**src/rtl/decode_queue.sv**
```systemverilog
// Buffered MIPS decode stage: DEPTH-entry instruction FIFO with combinational decode of the head.
// Optional zero-latency bypass when empty: define DECODE_QUEUE_BYPASS_EN.
package cpu_types_pkg;
  localparam logic [5:0] OP_RTYPE = 6'h00, OP_J    = 6'h02, OP_JAL  = 6'h03, OP_BEQ  = 6'h04,
                         OP_BNE   = 6'h05, OP_ADDI = 6'h08, OP_ADDIU= 6'h09, OP_SLTI = 6'h0A,
                         OP_SLTIU = 6'h0B, OP_ANDI = 6'h0C, OP_ORI  = 6'h0D, OP_XORI = 6'h0E,
                         OP_LUI   = 6'h0F, OP_LW   = 6'h23, OP_SW   = 6'h2B, OP_LL   = 6'h30,
                         OP_SC    = 6'h38;
  localparam logic [5:0] FN_SLL = 6'h00, FN_SRL  = 6'h02, FN_JR  = 6'h08, FN_ADD = 6'h20,
                         FN_ADDU= 6'h21, FN_SUB  = 6'h22, FN_SUBU= 6'h23, FN_AND = 6'h24,
                         FN_OR  = 6'h25, FN_XOR  = 6'h26, FN_NOR = 6'h27, FN_SLT = 6'h2A,
                         FN_SLTU= 6'h2B;
  typedef enum logic [3:0] {
    ALU_SLL, ALU_SRL, ALU_ADD, ALU_SUB, ALU_AND, ALU_OR, ALU_XOR, ALU_NOR, ALU_SLT, ALU_SLTU
  } aluop_t;
endpackage

package diaosi_types_pkg;
  typedef enum logic [1:0] {SRC_RDAT2, SRC_EXT, SRC_SHAMT} alusrc_t;
  typedef enum logic {ZEROEXT, SIGNEXT} extop_t;
  typedef enum logic [1:0] {PC_ADD4, PC_JUMP, PC_JR, PC_BRANCH} pcsrc_t;
  typedef enum logic [1:0] {W_ALUOUT, W_DATA, W_LUI, W_R31} wmux_t;
  typedef enum logic {ZS_BEQ, ZS_BNE} zsel_t;
endpackage

module decode_queue
  import cpu_types_pkg::*;
  import diaosi_types_pkg::*;
#(
  parameter int DEPTH = 2,
  parameter int CNT_W = $clog2(DEPTH+1)
) (
  input  logic             CLK,
  input  logic             nRST,
  input  logic             in_valid,
  output logic             in_ready,
  input  logic [31:0]      in_instr,
  input  logic [31:0]      in_pc,
  input  logic             flush,
  input  logic             out_ready,
  output logic             out_valid,
  output logic [31:0]      out_pc,
  output aluop_t           alu_op,
  output alusrc_t          ALUSrc,
  output extop_t           ExtOP,
  output pcsrc_t           PCSrc,
  output wmux_t            W_mux,
  output zsel_t            zero_sel,
  output logic [4:0]       rsel1,
  output logic [4:0]       rsel2,
  output logic [4:0]       wsel,
  output logic             wen,
  output logic             d_ren,
  output logic             d_wen,
  output logic             d_atomic,
  output logic [15:0]      imm16,
  output logic [4:0]       shamt,
  output logic [25:0]      j_addr26,
  output logic [31:0]      lui,
  output logic             halt,
  output logic             illegal,
  output logic             halted,
  output logic [CNT_W-1:0] count
);
  localparam int PTR_W = (DEPTH > 1) ? $clog2(DEPTH) : 1;

  logic [PTR_W-1:0] rd_ptr_q, rd_ptr_d, wr_ptr_q, wr_ptr_d;
  logic [CNT_W-1:0] count_q, count_d;
  logic             halted_q, halted_d;
  logic [31:0]      mem_instr_q [DEPTH];
  logic [31:0]      mem_pc_q    [DEPTH];

  logic        nonempty, bypass, push, pop, wr_en, rd_en, head_halt;
  logic [31:0] head_instr, head_pc;

  assign nonempty = (count_q != '0);
`ifdef DECODE_QUEUE_BYPASS_EN
  assign bypass = !nonempty && !halted_q && !flush && in_valid;
`else
  assign bypass = 1'b0;
`endif

  assign in_ready   = (count_q < CNT_W'(DEPTH)) && !halted_q;
  assign out_valid  = (nonempty && !halted_q) || bypass;
  assign head_instr = bypass ? in_instr : mem_instr_q[rd_ptr_q];
  assign head_pc    = bypass ? in_pc    : mem_pc_q[rd_ptr_q];
  assign head_halt  = (head_instr == 32'hFFFF_FFFF);

  assign push  = in_valid && in_ready;
  assign pop   = out_valid && out_ready;
  // A bypassed instruction that is consumed immediately never touches storage.
  assign wr_en = push && !(bypass && pop) && !flush;
  assign rd_en = pop && !bypass && !flush;

  always_comb begin
    rd_ptr_d = rd_ptr_q;
    wr_ptr_d = wr_ptr_q;
    count_d  = count_q;
    halted_d = halted_q;
    if (flush) begin
      rd_ptr_d = '0;
      wr_ptr_d = '0;
      count_d  = '0;
    end else begin
      if (wr_en) wr_ptr_d = wr_ptr_q + PTR_W'(1);
      if (rd_en) rd_ptr_d = rd_ptr_q + PTR_W'(1);
      count_d = count_q + CNT_W'(wr_en) - CNT_W'(rd_en);
      if (pop && head_halt) halted_d = 1'b1;
    end
  end

  always_ff @(posedge CLK or negedge nRST) begin
    if (!nRST) begin
      rd_ptr_q <= '0;
      wr_ptr_q <= '0;
      count_q  <= '0;
      halted_q <= 1'b0;
    end else begin
      rd_ptr_q <= rd_ptr_d;
      wr_ptr_q <= wr_ptr_d;
      count_q  <= count_d;
      halted_q <= halted_d;
    end
  end

  always_ff @(posedge CLK) begin
    if (wr_en) begin
      mem_instr_q[wr_ptr_q] <= in_instr;
      mem_pc_q[wr_ptr_q]    <= in_pc;
    end
  end

  logic [5:0] op, fn;
  logic [4:0] rt, rd;
  logic       ill, wen_c, dren_c, dwen_c, dat_c;

  assign op       = head_instr[31:26];
  assign fn       = head_instr[5:0];
  assign rt       = head_instr[20:16];
  assign rd       = head_instr[15:11];
  assign rsel1    = head_instr[25:21];
  assign shamt    = head_instr[10:6];
  assign imm16    = head_instr[15:0];
  assign j_addr26 = head_instr[25:0];
  assign lui      = {head_instr[15:0], 16'h0000};
  assign out_pc   = head_pc;

  always_comb begin
    alu_op   = ALU_ADD;
    ALUSrc   = SRC_EXT;
    ExtOP    = SIGNEXT;
    PCSrc    = PC_ADD4;
    W_mux    = W_ALUOUT;
    zero_sel = ZS_BEQ;
    wsel     = rt;
    rsel2    = 5'd0;
    wen_c    = 1'b1;
    dren_c   = 1'b0;
    dwen_c   = 1'b0;
    dat_c    = 1'b0;
    ill      = 1'b0;
    case (op)
      OP_RTYPE: begin
        ALUSrc = SRC_RDAT2;
        wsel   = rd;
        rsel2  = rt;
        case (fn)
          FN_SLL:          begin alu_op = ALU_SLL; ALUSrc = SRC_SHAMT; end
          FN_SRL:          begin alu_op = ALU_SRL; ALUSrc = SRC_SHAMT; end
          FN_JR:           begin PCSrc = PC_JR; wen_c = 1'b0; end
          FN_ADD, FN_ADDU: alu_op = ALU_ADD;
          FN_SUB, FN_SUBU: alu_op = ALU_SUB;
          FN_AND:          alu_op = ALU_AND;
          FN_OR:           alu_op = ALU_OR;
          FN_XOR:          alu_op = ALU_XOR;
          FN_NOR:          alu_op = ALU_NOR;
          FN_SLT:          alu_op = ALU_SLT;
          FN_SLTU:         alu_op = ALU_SLTU;
          default:         ill = 1'b1;
        endcase
      end
      OP_J:     begin PCSrc = PC_JUMP; wen_c = 1'b0; end
      OP_JAL:   begin PCSrc = PC_JUMP; wsel = 5'd31; W_mux = W_R31; end
      OP_BEQ, OP_BNE: begin
        alu_op   = ALU_SUB;
        ALUSrc   = SRC_RDAT2;
        rsel2    = rt;
        PCSrc    = PC_BRANCH;
        zero_sel = (op == OP_BNE) ? ZS_BNE : ZS_BEQ;
        wen_c    = 1'b0;
      end
      OP_ADDI, OP_ADDIU: alu_op = ALU_ADD;
      OP_SLTI:  alu_op = ALU_SLT;
      OP_SLTIU: alu_op = ALU_SLTU;
      OP_ANDI:  begin alu_op = ALU_AND; ExtOP = ZEROEXT; end
      OP_ORI:   begin alu_op = ALU_OR;  ExtOP = ZEROEXT; end
      OP_XORI:  begin alu_op = ALU_XOR; ExtOP = ZEROEXT; end
      OP_LUI:   W_mux = W_LUI;
      OP_LW:    begin dren_c = 1'b1; W_mux = W_DATA; end
      OP_LL:    begin dren_c = 1'b1; dat_c = 1'b1; W_mux = W_DATA; end
      OP_SW:    begin dwen_c = 1'b1; rsel2 = rt; wen_c = 1'b0; end
      OP_SC:    begin dwen_c = 1'b1; dat_c = 1'b1; rsel2 = rt; W_mux = W_DATA; end
      default:  ill = !head_halt;
    endcase
    // Halt and illegal words behave as NOPs.
    if (ill || head_halt) begin
      wen_c  = 1'b0;
      dren_c = 1'b0;
      dwen_c = 1'b0;
      dat_c  = 1'b0;
      PCSrc  = PC_ADD4;
    end
  end

  assign wen      = out_valid && wen_c;
  assign d_ren    = out_valid && dren_c;
  assign d_wen    = out_valid && dwen_c;
  assign d_atomic = out_valid && dat_c;
  assign halt     = out_valid && head_halt;
  assign illegal  = out_valid && ill;
  assign halted   = halted_q;
  assign count    = count_q;

endmodule

```
**config.mk**
```make
export PLATFORM = sky130hd
export DESIGN_NAME = decode_queue
export DESIGN_NICKNAME = d
export VERILOG_FILES = /design/src/rtl/decode_queue.sv
export SDC_FILE = /design/constraint.sdc
export NUM_CORES = 1
export LEC_CHECK = 0
export BUFFER_PORTS_ARGS = -buffer_cell sky130_fd_sc_hd__buf_4
export CAP_MARGIN = 10
export CORE_ASPECT_RATIO = 1.4
export CORE_UTILIZATION = 54
export CTS_BUF_LIST = sky130_fd_sc_hd__clkbuf_8 sky130_fd_sc_hd__clkbuf_16
export DETAILED_ROUTE_END_ITERATION = 16
export PLACE_DENSITY = 0.87
export SETUP_SLACK_MARGIN = 0.3
export SYNTH_ARGS = -nofsm -noshare
export SYNTH_HDL_FRONTEND = slang
export SYNTH_SLANG_ARGS = --single-unit
```
**constraint.sdc**
```tcl
create_clock -name CLK -period 7.8 [get_ports CLK]
set_input_delay 1.17 -clock CLK [delete_from_list [all_inputs] [get_ports CLK]]
set_output_delay 1.17 -clock CLK [all_outputs]
set_load 0.005 [all_outputs]
```
==> impl_results.md <==
- Outcome: complete, no violations
- Die Area: approximately 0.012 mm²
- Slew HR: 0.234
- Total power: between 1.5 and 2 mW
- FF-to-FF setup slack: about 4.8 ns
- Vias in the first global route: approximately 4100
- Post-synth EDFFs: 128
- Post-synthesis sequential area ratio: 0.647
- Final Setup Violations: 0
- Library cells used by synthesis: 52
- Max VDD drop: 0.221 mV
- CTS Buf Count: 17
- CTS tree: built
- Multi-input logic area: 0.00169 mm²
- Slew @ Worst Pin: ~1.1 ns
- P&R area growth vs syn: 30.0%
- Cells after Synth: around 440
- Placed inst area: 0.00741 mm²
- Clk sinks: roughly 130
- FF/Latch Area: around 0.004 mm²
- Core ar.: 0.0110 mm²
- Fin crit share: 0.604
- Critical Path AT: between 3 and 4 ns
- Hold Path Sink: halted$_DFFE_PN0P_
- WS Path Type: flop to primary output
- HP Class: flop to flop
- Routability cong.: about 0.93
- Worst EP required: roughly 6.6 ns
- Final Hold Fails: 0
- R2r startpoint: rd_ptr_q$_DFFE_PN0P_
- CP Cell Sequence: mux2i_1, or2_2, nor4_1, nand4_1, o211ai_1, o22ai_1, buf_4
- Drt wl/cell: 18.2 µm
- Root Buffer: clkbuf_16
- Die height: roughly 130 µm
- Number of H-tree levels: 4
- Post-CTS Setup Repair Bufs: 0
- FP Rows: between 40 and 50
- Yosys top cell area share: 0.626
- PortBufs: approximately 200
- # hold bufs at CTS: 0
- Final slew viol count: 0
- Setup TNS: 0 ns
- Initial Util: 0.559
- Fraction of layout cells with a size suffix above 1: 0.474
- CP top delay family: flip-flops
- Clk_lat worst skew: around 0.41 ns
- Post-route cell area: between 0.007 and 0.008 mm²
- FF+latch count, synth: around 130
- Post-route clock skew: 0.0127 ns
- Worst Setup End Kind: primary output
- Via density: between 5 and 6
- CTS Buffer Depth: 2
- Clk slew on worst S/H paths: around 0.060 ns
- Top_reg_cell synth: edfxtp_1
- Initial antenna violation count: 0
- Mapped Avg Cell Area: 13.9 µm²
- Max-cap viol count: 0
- Crit-path max cell delay: roughly 1.1 ns
- DR iter-0 viols: around 220
- Post-CTS sizing: 0
- Nets: between 600 and 700
- CP max-delay cell: dfrtp_4
- Synth warnings: 0
- Asr flop ratio synth: 0.0376
- Cell accounting for the most synthesized area: edfxtp_1
- Hold path depth: 2
- Startpoint types: flop
- First-pass GRT wire length: around 21000 µm
- Pin count of the biggest net entering global routing: between 90 and 100
- Reg2reg end: halted$_DFFE_PN0P_
- Fmax: between 0.2 and 0.25 GHz
- Hold path start: halted$_DFFE_PN0P_
- WP buf/inv: 1
- TritonRoute pass-1 iters: 4
- Final HPWL DP: around 9700 µm
- Pwr/cell area: about 200 mW/mm²
- Vias after detailed routing: just over 4000
- Final Critical Period: 4.71 ns
- Leakage: around 3.1 nW
- Remaining global-route overflow: 0
- IO Count: 218
- Antenna Cells: 0
- DIE WIDTH: between 90 and 100 µm
- Fill cell count: about 700
- R2R depth: 5
- DRC violations left: 0
- DRT Wirelength: 13900 µm
- Critical path peak fanout: 94
- Cell area after synthesis: a little over 0.006 mm²
- Antenna-violating nets left: 0
- Total GRT Usage: 0.239
- RSZ-0062 raised after global routing: no
- Area contributors post-synth: edfxtp_1 (63%), mux2_2 (8.8%), buf_4 (7.1%), nor2_1 (2.3%), dfrtp_1 (2.0%)
-- kinds of logic (layout without fill, tap and decap cells) --
family          after synthesis  after routing  synth area share
simple gates                110            110            0.0899
fa+ha+maj                     2              2           0.00408
compound gates               49             49            0.0554
xor+xnor                      5              5           0.00714
buf+inv                      83            249            0.0905
flops                       133            133             0.647
other cells                   1             16          0.000611
mux                          58             58             0.106
-- worst reg2reg max path, cell delays in order, from the launching register on --
cell	delay, ns
dfrtp_4	1.14
mux2i_1	0.61
or2_2	0.43
nor4_1	0.24
nand4_1	0.25
o31ai_1	0.25
-- stage by stage --
step,setup slack [ns],util,hold WS [ns],std cells
detailed placement,3.59,0.675,0.533,731
finish,3.09,0.727,0.545,763
global route,2.89,0.727,0.539,763
global placement,3.64,0.675,0.527,731
floorplan,3.10,-,0.521,456
CTS,3.12,0.727,0.537,763
-- cell usage after synthesis, drive strengths merged, types with 4 or more instances --
library cell / count
edfxtp: 128
o21ai: 10
inv: 14
buf: 69
nand3: 11
nor2: 38
a21oi: 12
nor3: 5
nor2b: 7
nand4: 7
or3: 4
mux2i: 9
mux2: 49
dfrtp: 5
o22ai: 4
nand2: 16
and3: 5
-- cells in the final DEF (no fill, tap or decap), types with 5 or more instances in the layout --
cell,n
nand3_1,11
buf_4,203
nor2b_1,7
nor3_1,5
conb_1,16
o21ai_0,8
nor2_1,36
nand2_1,16
and3_1,5
mux2_2,48
mux2i_1,8
edfxtp_1,128
a21oi_1,12
nand4_1,7
inv_1,14
clkbuf_16,17
-- registers in the layout (all words and copies together) (netlist names) --
register and count:
mem_pc_q 64, rd_ptr_q 1, count 2, mem_instr_q 64, halted 1, wr_ptr_q 1
-- per-layer routing --
layer	global-route usage	up-vias	routed length, µm
li1	-	1912	-
met1	0.274	1963	5160
met2	0.417	211	7420
met3	0.0641	16	1070
met4	0.106	0	264
met5	0	-	0
-- worst max path at each step --
stage	from	cells past startpoint	endpoint
finish	rd_ptr_q$_DFFE_PN0P_	7	illegal
global route	rd_ptr_q$_DFFE_PN0P_	7	rsel2[3]
CTS	rd_ptr_q$_DFFE_PN0P_	7	illegal
detailed placement	rd_ptr_q$_DFFE_PN0P_	7	illegal
global placement	rd_ptr_q$_DFFE_PN0P_	7	illegal
floorplan	in_valid	3	mem_instr_q[0][0]$_DFFE_PP_
-- area by class of cell --
class	instances	share of cell area
Tap cell	141	0.0221
Clock inverter	15	0.0177
Inverter	14	0.00659
Timing Repair Buffer	203	0.191
Sequential cell	133	0.498
Clock buffer	17	0.0533
Multi-Input combinational cell	240	0.211
-- where the power goes --
group                 switching (mW)  internal, mW
clock network                  0.320         0.420
registers      0.0000000000000000129         0.782
logic                         0.0125        0.0215
No activity file was read; power rests on OpenSTA's default activity.
